`src/rtl/alu_job_scheduler_pkg.sv`:
```
// Shared constants for the ALU job scheduler: ALU mode encodings, opcodes,
// sequencer states and the ALU control-word packing helper.
package alu_job_scheduler_pkg;

   localparam int DATA_WIDTH_DEF = 8;
   localparam int OP_WIDTH       = 5;

   typedef enum logic [1:0] {
      MODE_READ_A = 2'b00,
      MODE_READ_B = 2'b01,
      MODE_CALC   = 2'b10,
      MODE_STATUS = 2'b11
   } alu_mode_e;

   localparam logic [OP_WIDTH-1:0] OP_PLUS   = 5'd0;
   localparam logic [OP_WIDTH-1:0] OP_MINUS  = 5'd1;
   localparam logic [OP_WIDTH-1:0] OP_AND    = 5'd2;
   localparam logic [OP_WIDTH-1:0] OP_OR     = 5'd3;
   localparam logic [OP_WIDTH-1:0] OP_NOT_A  = 5'd4;

   typedef enum logic [2:0] {
      S_IDLE   = 3'd0,
      S_LOAD_A = 3'd1,
      S_LOAD_B = 3'd2,
      S_CALC   = 3'd3,
      S_STATUS = 3'd4,
      S_RESP   = 3'd5
   } state_e;

   // ALU control word: [7:3] opcode, [2] reserved zero, [1:0] mode.
   function automatic logic [7:0] pack_ctrl(input logic [OP_WIDTH-1:0] op, input alu_mode_e mode);
      return {op, 1'b0, mode};
   endfunction

endpackage

```
`src/rtl/alu_job_scheduler_if.sv`:
```
// Job request / response / ALU-drive bundle; master is the scheduler side.
interface alu_job_scheduler_if
   import alu_job_scheduler_pkg::*;
#(
   parameter int DATA_WIDTH = DATA_WIDTH_DEF
);
   localparam int JW = OP_WIDTH + 2*DATA_WIDTH;

   logic [1:0]            req_valid;
   logic [1:0]            req_ready;
   logic [JW-1:0]         req0_data;
   logic [JW-1:0]         req1_data;
   logic                  rsp_valid;
   logic                  rsp_ready;
   logic [DATA_WIDTH-1:0] rsp_result;
   logic [DATA_WIDTH-1:0] rsp_status;
   logic                  rsp_id;
   logic [7:0]            alu_ctrl_o;
   logic [DATA_WIDTH-1:0] alu_data_o;
   logic [DATA_WIDTH-1:0] alu_result_i;

   modport master (
      input  req_valid, req0_data, req1_data, rsp_ready, alu_result_i,
      output req_ready, rsp_valid, rsp_result, rsp_status, rsp_id, alu_ctrl_o, alu_data_o
   );

   modport slave (
      output req_valid, req0_data, req1_data, rsp_ready, alu_result_i,
      input  req_ready, rsp_valid, rsp_result, rsp_status, rsp_id, alu_ctrl_o, alu_data_o
   );

endinterface

```
`src/rtl/alu_job_scheduler_rr_arbiter2.sv`:
```
// Two-way round-robin arbiter; the pointer records the last grant and only
// moves when the grant is actually taken (advance).
module rr_arbiter2
   import alu_job_scheduler_pkg::*;
(
   input  logic       clk,
   input  logic       rst_n,
   input  logic [1:0] valid,
   input  logic       advance,
   output logic [1:0] grant,
   output logic       grant_id
);
   logic r_last;

   // Reset value 1 makes requester 0 win the first contested grant.
   always_ff @(posedge clk or posedge rst_n) begin
      if (rst_n) begin
         r_last <= 1'b1;
      end else if (advance) begin
         r_last <= grant_id;
      end
   end

   always_comb begin
      grant_id = (valid == 2'b11) ? ~r_last : valid[1];
      grant    = 2'b00;
      if (valid != 2'b00) begin
         if (grant_id) grant = 2'b10;
         else          grant = 2'b01;
      end
   end

endmodule

```
`src/rtl/alu_job_scheduler.sv`:
```
// Sequences one job at a time through an external ALU: load A, load B,
// calculate, read status, then holds the response until it is consumed.
module alu_job_scheduler
   import alu_job_scheduler_pkg::*;
#(
   parameter int DATA_WIDTH  = DATA_WIDTH_DEF,
   parameter int HOLD_CYCLES = 2
)(
   input  logic                  clk,
   input  logic                  rst_n,
   alu_job_scheduler_if.master   bus
);
   localparam int         JW        = OP_WIDTH + 2*DATA_WIDTH;
   localparam logic [3:0] HOLD_LOAD = 4'(HOLD_CYCLES - 1);

   state_e                r_state;
   state_e                w_next_state;
   logic [3:0]            r_cnt;
   logic [OP_WIDTH-1:0]   r_op;
   logic [DATA_WIDTH-1:0] r_a;
   logic [DATA_WIDTH-1:0] r_b;
   logic                  r_id;
   logic [DATA_WIDTH-1:0] r_result;
   logic [DATA_WIDTH-1:0] r_status;

   logic [1:0]            w_grant;
   logic                  w_grant_id;
   logic                  w_advance;
   logic                  w_last;
   logic [JW-1:0]         w_job;
   alu_mode_e             w_mode;

   // Gated by reset so req_ready is low while reset is held, even in IDLE.
   assign w_advance = (r_state == S_IDLE) && (bus.req_valid != 2'b00) && !rst_n;
   assign w_last    = (r_cnt == 4'd0);
   assign w_job     = w_grant_id ? bus.req1_data : bus.req0_data;

   rr_arbiter2 u_arb (
      .clk      (clk),
      .rst_n    (rst_n),
      .valid    (bus.req_valid),
      .advance  (w_advance),
      .grant    (w_grant),
      .grant_id (w_grant_id)
   );

   always_ff @(posedge clk or posedge rst_n) begin
      if (rst_n) begin
         r_state <= S_IDLE;
         r_cnt   <= 4'd0;
      end else begin
         r_state <= w_next_state;
         if (w_next_state != r_state) r_cnt <= HOLD_LOAD;
         else if (r_cnt != 4'd0)      r_cnt <= r_cnt - 4'd1;
      end
   end

   always_comb begin
      w_next_state = r_state;
      unique case (r_state)
         S_IDLE:   if (w_advance)     w_next_state = S_LOAD_A;
         S_LOAD_A: if (w_last)        w_next_state = S_LOAD_B;
         S_LOAD_B: if (w_last)        w_next_state = S_CALC;
         S_CALC:   if (w_last)        w_next_state = S_STATUS;
         S_STATUS: if (w_last)        w_next_state = S_RESP;
         S_RESP:   if (bus.rsp_ready) w_next_state = S_IDLE;
         default:                     w_next_state = S_IDLE;
      endcase
   end

   always_ff @(posedge clk or posedge rst_n) begin
      if (rst_n) begin
         r_op     <= '0;
         r_a      <= '0;
         r_b      <= '0;
         r_id     <= 1'b0;
         r_result <= '0;
         r_status <= '0;
      end else begin
         if (w_advance) begin
            r_op <= w_job[JW-1 -: OP_WIDTH];
            r_a  <= w_job[2*DATA_WIDTH-1 -: DATA_WIDTH];
            r_b  <= w_job[DATA_WIDTH-1:0];
            r_id <= w_grant_id;
         end
         if (r_state == S_CALC && w_last)   r_result <= bus.alu_result_i;
         if (r_state == S_STATUS && w_last) r_status <= bus.alu_result_i;
      end
   end

   // Outside the load phases the data bus keeps showing b, which is also the
   // last value driven, so IDLE needs no separate hold register.
   always_comb begin
      w_mode = MODE_STATUS;
      bus.alu_data_o = r_b;
      unique case (r_state)
         S_LOAD_A: begin
            w_mode = MODE_READ_A;
            bus.alu_data_o = r_a;
         end
         S_LOAD_B: w_mode = MODE_READ_B;
         S_CALC:   w_mode = MODE_CALC;
         default:  w_mode = MODE_STATUS;
      endcase
      bus.alu_ctrl_o = pack_ctrl(r_op, w_mode);
      bus.req_ready  = w_advance ? w_grant : 2'b00;
      bus.rsp_valid  = (r_state == S_RESP);
      bus.rsp_result = r_result;
      bus.rsp_status = r_status;
      bus.rsp_id     = r_id;
   end

endmodule

```
`src/flat_wrapper.sv`:
```
// flat-port wrapper written by rule: the top's interface ports become plain ports
module alu_job_scheduler_flat import alu_job_scheduler_pkg::*;
#(
   parameter int DATA_WIDTH  = DATA_WIDTH_DEF,
   parameter int HOLD_CYCLES = 2
)
  (clk, rst_n, bus_req_valid, bus_req0_data, bus_req1_data, bus_rsp_ready, bus_alu_result_i, bus_req_ready, bus_rsp_valid, bus_rsp_result, bus_rsp_status, bus_rsp_id, bus_alu_ctrl_o, bus_alu_data_o);
  alu_job_scheduler_if #(.DATA_WIDTH(DATA_WIDTH)) bus_i ();
  input  logic clk;
  input  logic rst_n;
  input wire logic [$bits(bus_i.req_valid)-1:0] bus_req_valid;
  input wire logic [$bits(bus_i.req0_data)-1:0] bus_req0_data;
  input wire logic [$bits(bus_i.req1_data)-1:0] bus_req1_data;
  input wire logic [$bits(bus_i.rsp_ready)-1:0] bus_rsp_ready;
  input wire logic [$bits(bus_i.alu_result_i)-1:0] bus_alu_result_i;
  output wire logic [$bits(bus_i.req_ready)-1:0] bus_req_ready;
  output wire logic [$bits(bus_i.rsp_valid)-1:0] bus_rsp_valid;
  output wire logic [$bits(bus_i.rsp_result)-1:0] bus_rsp_result;
  output wire logic [$bits(bus_i.rsp_status)-1:0] bus_rsp_status;
  output wire logic [$bits(bus_i.rsp_id)-1:0] bus_rsp_id;
  output wire logic [$bits(bus_i.alu_ctrl_o)-1:0] bus_alu_ctrl_o;
  output wire logic [$bits(bus_i.alu_data_o)-1:0] bus_alu_data_o;
  assign bus_i.req_valid = bus_req_valid;
  assign bus_i.req0_data = bus_req0_data;
  assign bus_i.req1_data = bus_req1_data;
  assign bus_i.rsp_ready = bus_rsp_ready;
  assign bus_i.alu_result_i = bus_alu_result_i;
  assign bus_req_ready = bus_i.req_ready;
  assign bus_rsp_valid = bus_i.rsp_valid;
  assign bus_rsp_result = bus_i.rsp_result;
  assign bus_rsp_status = bus_i.rsp_status;
  assign bus_rsp_id = bus_i.rsp_id;
  assign bus_alu_ctrl_o = bus_i.alu_ctrl_o;
  assign bus_alu_data_o = bus_i.alu_data_o;
  alu_job_scheduler #(.DATA_WIDTH(DATA_WIDTH), .HOLD_CYCLES(HOLD_CYCLES)) u_core (.clk(clk), .rst_n(rst_n), .bus(bus_i));
endmodule
```
`config.mk`:
```
export PLATFORM = sky130hd
export DESIGN_NAME = alu_job_scheduler_flat
export DESIGN_NICKNAME = d
export VERILOG_FILES = /design/src/rtl/alu_job_scheduler_pkg.sv /design/src/rtl/alu_job_scheduler_if.sv /design/src/rtl/alu_job_scheduler_rr_arbiter2.sv /design/src/rtl/alu_job_scheduler.sv /design/src/flat_wrapper.sv
export SDC_FILE = /design/constraint.sdc
export NUM_CORES = 1
export LEC_CHECK = 0
export ABC_AREA = 1
export CORE_ASPECT_RATIO = 0.8
export CORE_MARGIN = 5
export CORE_UTILIZATION = 45
export CTS_BUF_LIST = sky130_fd_sc_hd__clkbuf_8
export DETAILED_ROUTE_END_ITERATION = 10
export GPL_ROUTABILITY_DRIVEN = 0
export PLACE_DENSITY_LB_ADDON = 0.15
export SLEW_MARGIN = 10
export SYNTH_ARGS = -nofsm -noshare
export SYNTH_HDL_FRONTEND = slang
export SYNTH_SLANG_ARGS = --single-unit
```
`constraint.sdc`:
```
create_clock -name clk -period 4.5 [get_ports clk]
set_clock_uncertainty 0.2 [all_clocks]
set_input_delay 1.35 -clock clk [delete_from_list [all_inputs] [get_ports clk]]
set_output_delay 1.35 -clock clk [all_outputs]
set_load 0.005 [all_outputs]
```
# Yosys cells after proc, flatten, opt, wreduce, memory -nomap -nowiden
# Index checks and enable logic that the tools add are counted.
word_totals:
  out_inout_bits: 36
  in_bits: 55
  ff_bits: 46
  word_cells: 44
op_classes:
  add_sub_neg: 1
  n_mux: 16
  bitwise_logic: 1
  reduce_logical: 10
  n_eq_ne: 7
op_table:
  columns: ["operator", "count"]
  rows:
  - ["$mux W21", 1]
  - ["$mux W3", 6]
  - ["$pmux W3 S6", 1]
  - ["$mux W4", 2]
  - ["$mux W8", 1]
  - ["$eq A3 B2 Y1 const B", 2]
  - ["$eq A3 B3 Y1 const B", 2]
  - ["$mux W2", 3]
  - ["$pmux W2 S3", 1]
  - ["$logic_and A1 B1 Y1", 4]
  - ["$logic_not A4 Y1", 1]
  - ["$reduce_bool A2 Y1", 2]
  - ["$reduce_bool A4 Y1", 1]
  - ["$sub A4 B1 Y4 const B", 1]
  - ["$eq A3 B1 Y1 const B", 1]
  - ["$logic_not A3 Y1", 1]
  - ["$ne A3 B3 Y1", 1]
  - ["$eq A2 B2 Y1 const B", 1]
  - ["$logic_not A1 Y1", 1]
  - ["$mux W1", 1]
  - ["$not A1 Y1", 1]

# Depth between registers and ports, before layout
# Gate-level depths: netlist (run 1).
logic_depth:
  ltp_word: 7
  depth_mapped: 10
  mapped_depth_nobuf: 10

# Hierarchy
# From an unflattened synthesis (run 1), not the netlist that was laid out.
hier_totals:
  cells_unflattened: 303
  area_unflattened_um2: 2424.8
by_module_without_submodules:
  columns: ["module", "seq_area_each_um2", "n_inst", "cells_per_inst", "area_per_inst_um2"]
  rows:
  - ["alu_job_scheduler", 1126.1, 1, 292, 2353.5]
  - ["rr_arbiter2", 26.3, 1, 11, 71.3]

# Least setup slack after synthesis (run 1)
# OpenSTA, ideal clock, no wires.
synth_path:
  kind: "input port to output port"
  startpoint: "input rst_n"
  endpoint: "output bus_req_ready[1]"
  n_path_buf: 1
  cell_stages: 6
  arrival_ns: 1.936
  t_required_ns: 2.950
  path_slack_ns: 1.014
  path_cell_list: "nor2_1 -> nand2_2 -> nor2_4 -> nand3_2 -> inv_2 -> buf_4"
synth_between:
  elab_chain_cells: 3
synth_lines:
  columns: ["element", "line_no", "rtl"]
  rows:
  - ["from (decl)", "flat_wrapper.sv:10", "input logic rst_n;"]
  - ["$logic_not A1 Y1", "alu_job_scheduler.sv:34", "assign w_advance = (r_state == S_IDLE) && (bus.req_valid != 2'b00) && !rst_n;"]
  - ["$logic_and A1 B1 Y1", "alu_job_scheduler.sv:34", null]
  - ["$mux W2", "alu_job_scheduler.sv:106", "bus.req_ready = w_advance ? w_grant : 2'b00;"]
  - ["to (decl)", "flat_wrapper.sv:16", "output wire logic [$bits(bus_i.req_ready)-1:0] bus_req_ready;"]
# Every way passes these cells.

# Worst setup path in the final report (run 1)
# Ends and elaborated chain as after synthesis.

==> flow_metrics.tcl, run 1 <==
set metrics [dict create \
    fin_util_pct 69.44 \
    maxSlewHeadroom_pct 35.59 \
    synth.largest_area_cell "dfrtp_1" \
    grt_overflow_total 0 \
    grt_max_degree 47 \
    port_buffers 89 \
    post_drt_wl_per_cell_microns 13.07 \
    tightestPinTransition_ns 0.9647 \
    core_sq_um 4679 \
    syn_inst 272 \
    critPathKind "input pin to output port" \
    die_w_microns 88.68 \
    r2r_slack_ns 2.69 \
    holdPathStages 2 \
    synth_area_sq_um 2228 \
    htree_levels 2 \
    outcome "complete, no violations" \
    min_path_type "flip-flop to flip-flop" \
    avgSynthCellArea_sq_um 8.193 \
    synth_mux_area_share_pct 0 \
    drt_first_pass_iters 5 \
    place_ws_ns 0.1246 \
    clk_pin_slew_worst_paths_ns 0.08 \
    vias_per_cell 4.719 \
    ios 91 \
    final_max_slew_viol_count 0 \
    synth-simple-area-share_pct 27.12 \
    maxCapViolations 0 \
    route.vias.total 1996 \
    rows 22 \
    synth_top_family_by_area "simple AND/OR/NAND/NOR gates" \
    dieArea_sq_um 6468 \
    yosys_warnings 0 \
    max_freq_mhz 229.0 \
    ir_drop_uv 348.3 \
    synth_fp_nets 328 \
    drc 0 \
    antenna_cells 0 \
    drt_iter0_markers 65 \
    whs_ns 0.2836 \
    hold_viol_final 0 \
    cts_max_path_buffers 2 \
    grt_pass1_wl_mm 9.142 \
    seq_area_frac_synth_pct 51.71 \
    drive_gt1_share_pct 9.091 \
    track_usage_pct 17.67 \
    final-setup-viol-count 0 \
    cts_sinks 46 \
    nNetsFinal 418 \
    ctsResizeCount 0 \
    leakagePower_nw 1.531 \
    cts_tree "built" \
    hold_buffers 0 \
    final.setup.worst_slack_ns 0.1337 \
    die_h_microns 72.94 \
    wirelength_mm 5.529 \
    cts_buffers 5 \
    finalPower_mw 2.007 \
    crit_required_ns 2.95 \
    reg2reg_depth 10 \
    synthXorXnorAreaFrac_pct 0.3930 \
    antenna_left 0 \
    initial_utilization_pct 47.62 \
    critPathMaxFanout 4 \
    dp_hpwl_mm 4.111 \
    fin_tns_setup_ns 0 \
    crit_path_start_kind "input pin" \
    syn_to_final_growth_pct 45.82 \
    ys_top_cells_by_area "dfrtp_1 (51%), nand2_1 (16%), inv_1 (5.4%), o21ai_0 (4.5%), nand3_1 (4.0%)" \
    insertion_delay_ns 0.29 \
    post_synth_num_cell_types 23 \
    layout_min_cycle_time_ns 4.366 \
    synth_adder_area_share_pct 0.5615 \
    yosysTopAreaCellShare_pct 50.53 \
    powerDensity_nw_per_um2 617.7 \
    grt_pass1_vias 2053 \
    end_kind "output port" \
    synth-compound-area-share_pct 10.33 \
    grt_setup_unrepaired "false" \
    ys_seq_elements 46 \
    cts_setup_buffers 0 \
    cts_root_buf "clkbuf_8" \
    fin_crit_sh_pct 97.03 \
    grt_antenna_before_repair 0 \
    arrival_ns 2.82 \
]
-- final cells by class --
type | instances | area, sq um
fill | 393 | 1430
sequential | 46 | 1152
timing repair buffer | 93 | 920.9
multi-input combinational | 180 | 859.6
inverter | 36 | 135.1
tap | 60 | 75.07
clock buffer | 5 | 68.82
clock inverter | 3 | 37.54
-- stage by stage --
stage / cell area [sq um] / cells
detailed placement: 3143 / 415
CTS: 3249 / 423
global route: 3249 / 423
global placement: 3143 / 415
finish: 3249 / 423
floorplan: 2228 / 272
-- cell usage in the layout, fill, tap and decap left out, types with 2 or more instances in the layout --
| cell | instances |
|---|---|
| nor2_1 | 17 |
| dfrtp_1 | 45 |
| inv_2 | 5 |
| nand2_1 | 94 |
| buf_4 | 4 |
| nand2_2 | 3 |
| o211ai_1 | 8 |
| nand3_1 | 18 |
| nand3b_1 | 2 |
| clkbuf_8 | 5 |
| clkdlybuf4s50_1 | 89 |
| o21ai_2 | 8 |
| nand3_2 | 3 |
| nor2_4 | 2 |
| o21ai_0 | 20 |
| inv_1 | 33 |
-- cells in the mapped netlist --
library cell	count
ha_1	1
nand2_2	3
o21ai_0	20
buf_6	4
buf_2	2
buf_4	3
clkbuf_1	1
nand3_2	3
nand3_1	18
o21ai_2	8
conb_1	1
o211ai_1	8
nor2_1	17
nor2_2	1
inv_1	32
nor3_1	1
nand3b_1	2
nor2_4	2
inv_2	4
dfrtp_1	45
dfstp_2	1
xor2_1	1
nand2_1	94
-- critical path, stage by stage --
cell             delay (ns)
clkdlybuf4s50_1        0.45
nor2_1                 0.13
nand2_2                0.08
nor2_4                 0.13
nand3_2                0.10
inv_2                  0.07
clkdlybuf4s50_1        0.51
-- cells by family (layout without fill, tap and decap cells) --
logic type      Yosys count  in the layout
compound gates           36             36
xor+xnor                  1              1
other cells               1              1
buf+inv                  46            137
simple gates            141            141
fa+ha+maj                 1              1
flops                    46             46
-- state kept, by name (all words and copies together) (netlist names) --
register,flops
u_core.bus.rsp_id,1
u_core.bus.rsp_result,8
u_core.r_state,3
u_core.u_arb.r_last,1
u_core.r_b,8
u_core.r_op,5
u_core.r_cnt,4
u_core.r_a,8
u_core.bus.rsp_status,8
-- metal layers --
layer	global-route usage, %	up-vias	share of wire [%]
met1	23.30	920	45
met3	4.628	4	6.6
met5	0	-	0
met4	4.027	0	0.69
li1	-	1019	-
met2	29.16	53	48
-- worst paths after layout --
kind                                     start                  endpoint
hold / removal             u_core.u_arb.r_last       u_core.u_arb.r_last
max in group asynchronous                rst_n           u_core.r_cnt[2]
setup / recovery                         rst_n          bus_req_ready[1]
hold reg to reg            u_core.u_arb.r_last       u_core.u_arb.r_last
min in group asynchronous                rst_n  u_core.bus.rsp_status[6]
setup reg to reg               u_core.r_cnt[0]           u_core.r_cnt[3]
-- report_power, final --
group	switching (mW)	internal [mW]
sequential	0.109	0.613
combinational	0.454	0.535
clock	0.134	0.162
Note: power is estimated with default switching activity, not from simulation.
==> run 2, diff against run 1 <==
- CORE_UTILIZATION: 45 -> 46
==> flow_metrics.tcl, run 2 (synthesized netlist as in run 1, its figures left out) <==
set metrics [dict create \
    combPwrFrac_pct 47.2 \
    fin_tns_setup_ns 0 \
    clk_pin_slew_worst_paths_ns 0.08 \
    hold_buffers 0 \
    drt_first_pass_iters 4 \
    swShare_pct 33.76 \
    die_w_microns 87.82 \
    powerDensity_nw_per_um2 636.2 \
    cts_max_path_buffers 2 \
    ios 91 \
    arrival_ns 2.86 \
    grt_pass1_wl_mm 9.211 \
    drc 0 \
    core_sq_um 4652 \
    ir_drop_uv 341.3 \
    end_kind "output port" \
    maxSlewHeadroom_pct 38.22 \
    p_int_mw 1.381 \
    final_common_cell "nand2_1" \
    grt_antenna_before_repair 0 \
    hold_viol_final 0 \
    grt_pass1_vias 2024 \
    critPathMaxFanout 5 \
    drive_gt1_share_pct 9.392 \
    route.vias.total 2025 \
    final_cell_mix "nand2_1 (94), clkdlybuf4s50_1 (89), dfrtp_1 (45)" \
    antenna_cells 0 \
    layout_min_cycle_time_ns 4.407 \
    crit_required_ns 2.95 \
    grt_max_degree 47 \
    insertion_delay_ns 0.30 \
    stdcell_area_sq_um 3278 \
    nNetsFinal 417 \
    cts_setup_buffers 0 \
    wirelength_mm 5.520 \
    die_h_microns 72.26 \
    tightestPinTransition_ns 0.9254 \
    fin_crit_sh_pct 97.93 \
    share_seq_of_total_power_pct 34.7 \
    ctsResizeCount 0 \
    syn_to_final_growth_pct 47.11 \
    cts_root_buf "clkbuf_8" \
    rows 22 \
    switchingPower_uw 704.1 \
    outcome "complete, no violations" \
    placed_area_sq_um 3136 \
    track_usage_pct 18.46 \
    final_max_slew_viol_count 0 \
    crit_path_start_kind "input pin" \
    min_path_type "flip-flop to flip-flop" \
    vias_per_cell 4.799 \
    dp_hpwl_mm 4.135 \
    cts_tree "built" \
    max_freq_mhz 226.9 \
    leakagePower_nw 1.536 \
    cts_sinks 46 \
    drt_iter0_markers 86 \
    htree_levels 2 \
    initial_utilization_pct 47.90 \
    post_drt_wl_per_cell_microns 13.08 \
    fin_util_pct 70.47 \
    power_frac_clock_pct 18.1 \
    grt_setup_unrepaired "false" \
    maxCapViolations 0 \
    antenna_left 0 \
    dieArea_sq_um 6345 \
    cts_buffers 5 \
    fillCellCount 380 \
    critPathKind "input pin to output port" \
    port_buffers 89 \
    final-setup-viol-count 0 \
    grt_overflow_total 0 \
]
## run 2: cell count changes in the layout (fill, tap and decap cells not counted)
cell and change:
bufinv_16 +1, clkbuf_8 +1, inv_1 -2, buf_4 -1
## run 2: routing by layer
layer / wire length, microns / global-route usage [%] / up-vias
li1: - / - / 1027
met1: 2416 / 24.25 / 940
met2: 2696 / 30.18 / 48
met3: 321 / 4.654 / 10
met4: 85 / 5.622 / 0
met5: 0 / 0 / -
## run 2: path summary, 6_finish.rpt
| check | depth (start not counted) | slack, ns | start | to |
|---|---|---|---|---|
| worst min-delay path | 2 | 0.27 | u_core.u_arb.r_last | u_core.u_arb.r_last |
| max in group asynchronous | 2 | 2.11 | rst_n | u_core.bus.rsp_status[2] |
| min in group asynchronous | 2 | 1.42 | rst_n | u_core.bus.rsp_status[5] |
| worst max-delay path | 7 | 0.09 | rst_n | bus_req_ready[1] |
| worst min register to register | 2 | 0.27 | u_core.u_arb.r_last | u_core.u_arb.r_last |
| worst max register to register | 8 | 2.68 | u_core.r_state[0] | u_core.r_a[0] |
## run 2: final cells by class
type / instances / area (sq um) / share of cell area (%)
Tap cell: 60 / 75.07 / 2.290
Clock buffer: 6 / 82.58 / 2.519
Multi-Input combinational cell: 180 / 859.6 / 26.22
Inverter: 36 / 135.1 / 4.122
Clock inverter: 2 / 60.06 / 1.832
Timing Repair Buffer: 92 / 913.4 / 27.86
Sequential cell: 46 / 1152 / 35.15
## run 2: power groups by stage
stage / Sequential (mW) / Combinational (mW) / Clock (mW)
finish: 0.724 / 0.984 / 0.377
global route: 0.751 / 1.10 / 0.401
CTS: 0.722 / 0.999 / 0.383
detailed placement: 0.727 / 0.993 / 0
global placement: 0.722 / 0.974 / 0
floorplan: 0.720 / 0.505 / 0
## run 2: stage by stage
stage,std cells,setup WS [ns],hold slack [ns],power (mW)
2_1_floorplan,272,1.014,0.2464,1.225
3_3_place_gp,414,0.09689,0.2615,1.697
3_5_place_dp,414,0.08579,0.2662,1.720
4_1_cts,422,0.07570,0.2767,2.104
5_1_grt,422,0.01182,0.2916,2.251
6_report,422,0.09319,0.2720,2.085
## run 2: critical path, stage by stage
cell	delay (ns)
clkdlybuf4s50_1	0.45
nor2_1	0.13
nand2_2	0.08
nor2_4	0.15
nand3_2	0.11
inv_2	0.07
clkdlybuf4s50_1	0.52
==> run 3, diff against run 2 <==
- SETUP_SLACK_MARGIN: not set -> 0.05
==> flow_metrics.tcl, run 3 (synthesized netlist as in run 1, its figures left out) <==
set metrics [dict create \
    place_inst 414 \
    rows 22 \
    hold_buffers 0 \
    route.vias.total 2035 \
    reg2reg_depth 8 \
    fin_tns_setup_ns 0 \
    cts_root_buf "clkbuf_8" \
    slowest_stage "clkdlybuf4s50_1" \
    max_freq_mhz 227.7 \
    drive_gt1_share_pct 9.890 \
    drt_iter0_markers 81 \
    dp_hpwl_mm 4.135 \
    whs_ns 0.2722 \
    grt_overflow_total 0 \
    powerDensity_nw_per_um2 635.2 \
    post_drt_wl_per_cell_microns 13.07 \
    nNetsFinal 419 \
    final_cells 424 \
    wirelength_mm 5.543 \
    path_common_cell "clkdlybuf4s50_1" \
    grt_setup_unrepaired "false" \
    cts_buffers 5 \
    htree_levels 2 \
    tightestPinTransition_ns 0.9283 \
    hold_viol_final 0 \
    drt_first_pass_iters 4 \
    final_common_cell "nand2_1" \
    clk_pin_slew_worst_paths_ns 0.08 \
    fillCellCount 378 \
    final_max_slew_viol_count 0 \
    grt_max_degree 47 \
    maxCapViolations 0 \
    grt_pass1_wl_mm 9.211 \
    syn_to_final_growth_pct 47.89 \
    arrival_ns 2.84 \
    core_sq_um 4652 \
    fin_crit_sh_pct 97.60 \
    drc 0 \
    crit_required_ns 2.95 \
    track_usage_pct 18.46 \
    ios 91 \
    slowest_delay_ns 0.51 \
    final_cell_mix "nand2_1 (94), clkdlybuf4s50_1 (88), dfrtp_1 (45)" \
    grt_antenna_before_repair 0 \
    grt_pass1_vias 2024 \
    die_h_microns 72.26 \
    layout_min_cycle_time_ns 4.392 \
    final-setup-viol-count 0 \
    ir_drop_uv 341.3 \
    maxSlewHeadroom_pct 38.02 \
    die_w_microns 87.82 \
    critPathMaxFanout 4 \
    holdPathStages 2 \
    path_cells "clkdlybuf4s50_1 -> nor2_1 -> nand2_2 -> nor2_4 -> nand2_1 -> inv_2 -> clkdlybuf4s50_1" \
    cp-startpoint "rst_n" \
    critPathKind "input pin to output port" \
    initial_utilization_pct 47.90 \
    outcome "complete, no violations" \
    cts_sinks 46 \
    min_path_type "flip-flop to flip-flop" \
    crit_path_start_kind "input pin" \
    antenna_cells 0 \
    hold_start "u_core.u_arb.r_last" \
    end_kind "output port" \
    port_buffers 89 \
    leakagePower_nw 1.562 \
    dieArea_sq_um 6345 \
    r2r_start "u_core.r_state[0]" \
    cts_tree "built" \
    insertion_delay_ns 0.30 \
    cts_max_path_buffers 2 \
    antenna_left 0 \
    vias_per_cell 4.800 \
]
==> run 3: where the power goes <==
| part | switching (mW) | internal (mW) |
|---|---|---|
| clock | 0.142 | 0.237 |
| sequential | 0.111 | 0.613 |
| combinational | 0.455 | 0.536 |
| total | 0.707 | 1.39 |
==> run 3: per-layer routing <==
metal	GRT usage (%)	share of wire [%]	vias to the layer above
met4	5.622	1.7	0
li1	-	-	1031
met2	30.18	48	46
met3	4.654	5.8	10
met5	0	0	-
met1	24.25	44	948
==> run 3: repair_timing <==
item	in CTS	in global routing
endpoints found under the setup margin	0	1
endpoints found under the hold margin	0	0
gates resized for setup	0	1
buffers inserted	0	2
==> run 3: layout make-up <==
class	count	area [sq um]	share of cell area (%)
Sequential cell	46	1152	34.97
Timing Repair Buffer	94	930.9	28.25
Multi-Input combinational cell	180	859.6	26.08
Inverter	36	135.1	4.100
Clock buffer	6	82.58	2.506
Tap cell	60	75.07	2.278
Clock inverter	2	60.06	1.822
==> run 3: through the flow <==
step	utilization, %	area [sq um]	total power, mW	worst slack (ns)
CTS	70.47	3278	2.104	0.07570
floorplan	-	2228	1.225	1.014
global route	70.84	3296	2.258	0.05190
finish	70.84	3296	2.094	0.1080
detailed placement	67.40	3136	1.720	0.08579
global placement	67.40	3136	1.697	0.09689
==> run 3: path summary, 6_finish.rpt <==
path / end / slack (ns)
worst max-delay path: bus_req_ready[0] / 0.11
worst min-delay path: u_core.u_arb.r_last / 0.27
worst max register to register: u_core.r_a[0] / 2.66
worst min register to register: u_core.u_arb.r_last / 0.27
max in group asynchronous: u_core.bus.rsp_status[2] / 2.10
min in group asynchronous: u_core.bus.rsp_status[5] / 1.43
==> run 3: critical path: cells and delay by family <==
family,cells,cell delay (ns)
buf+inv,3,1.02
simple gates,4,0.47
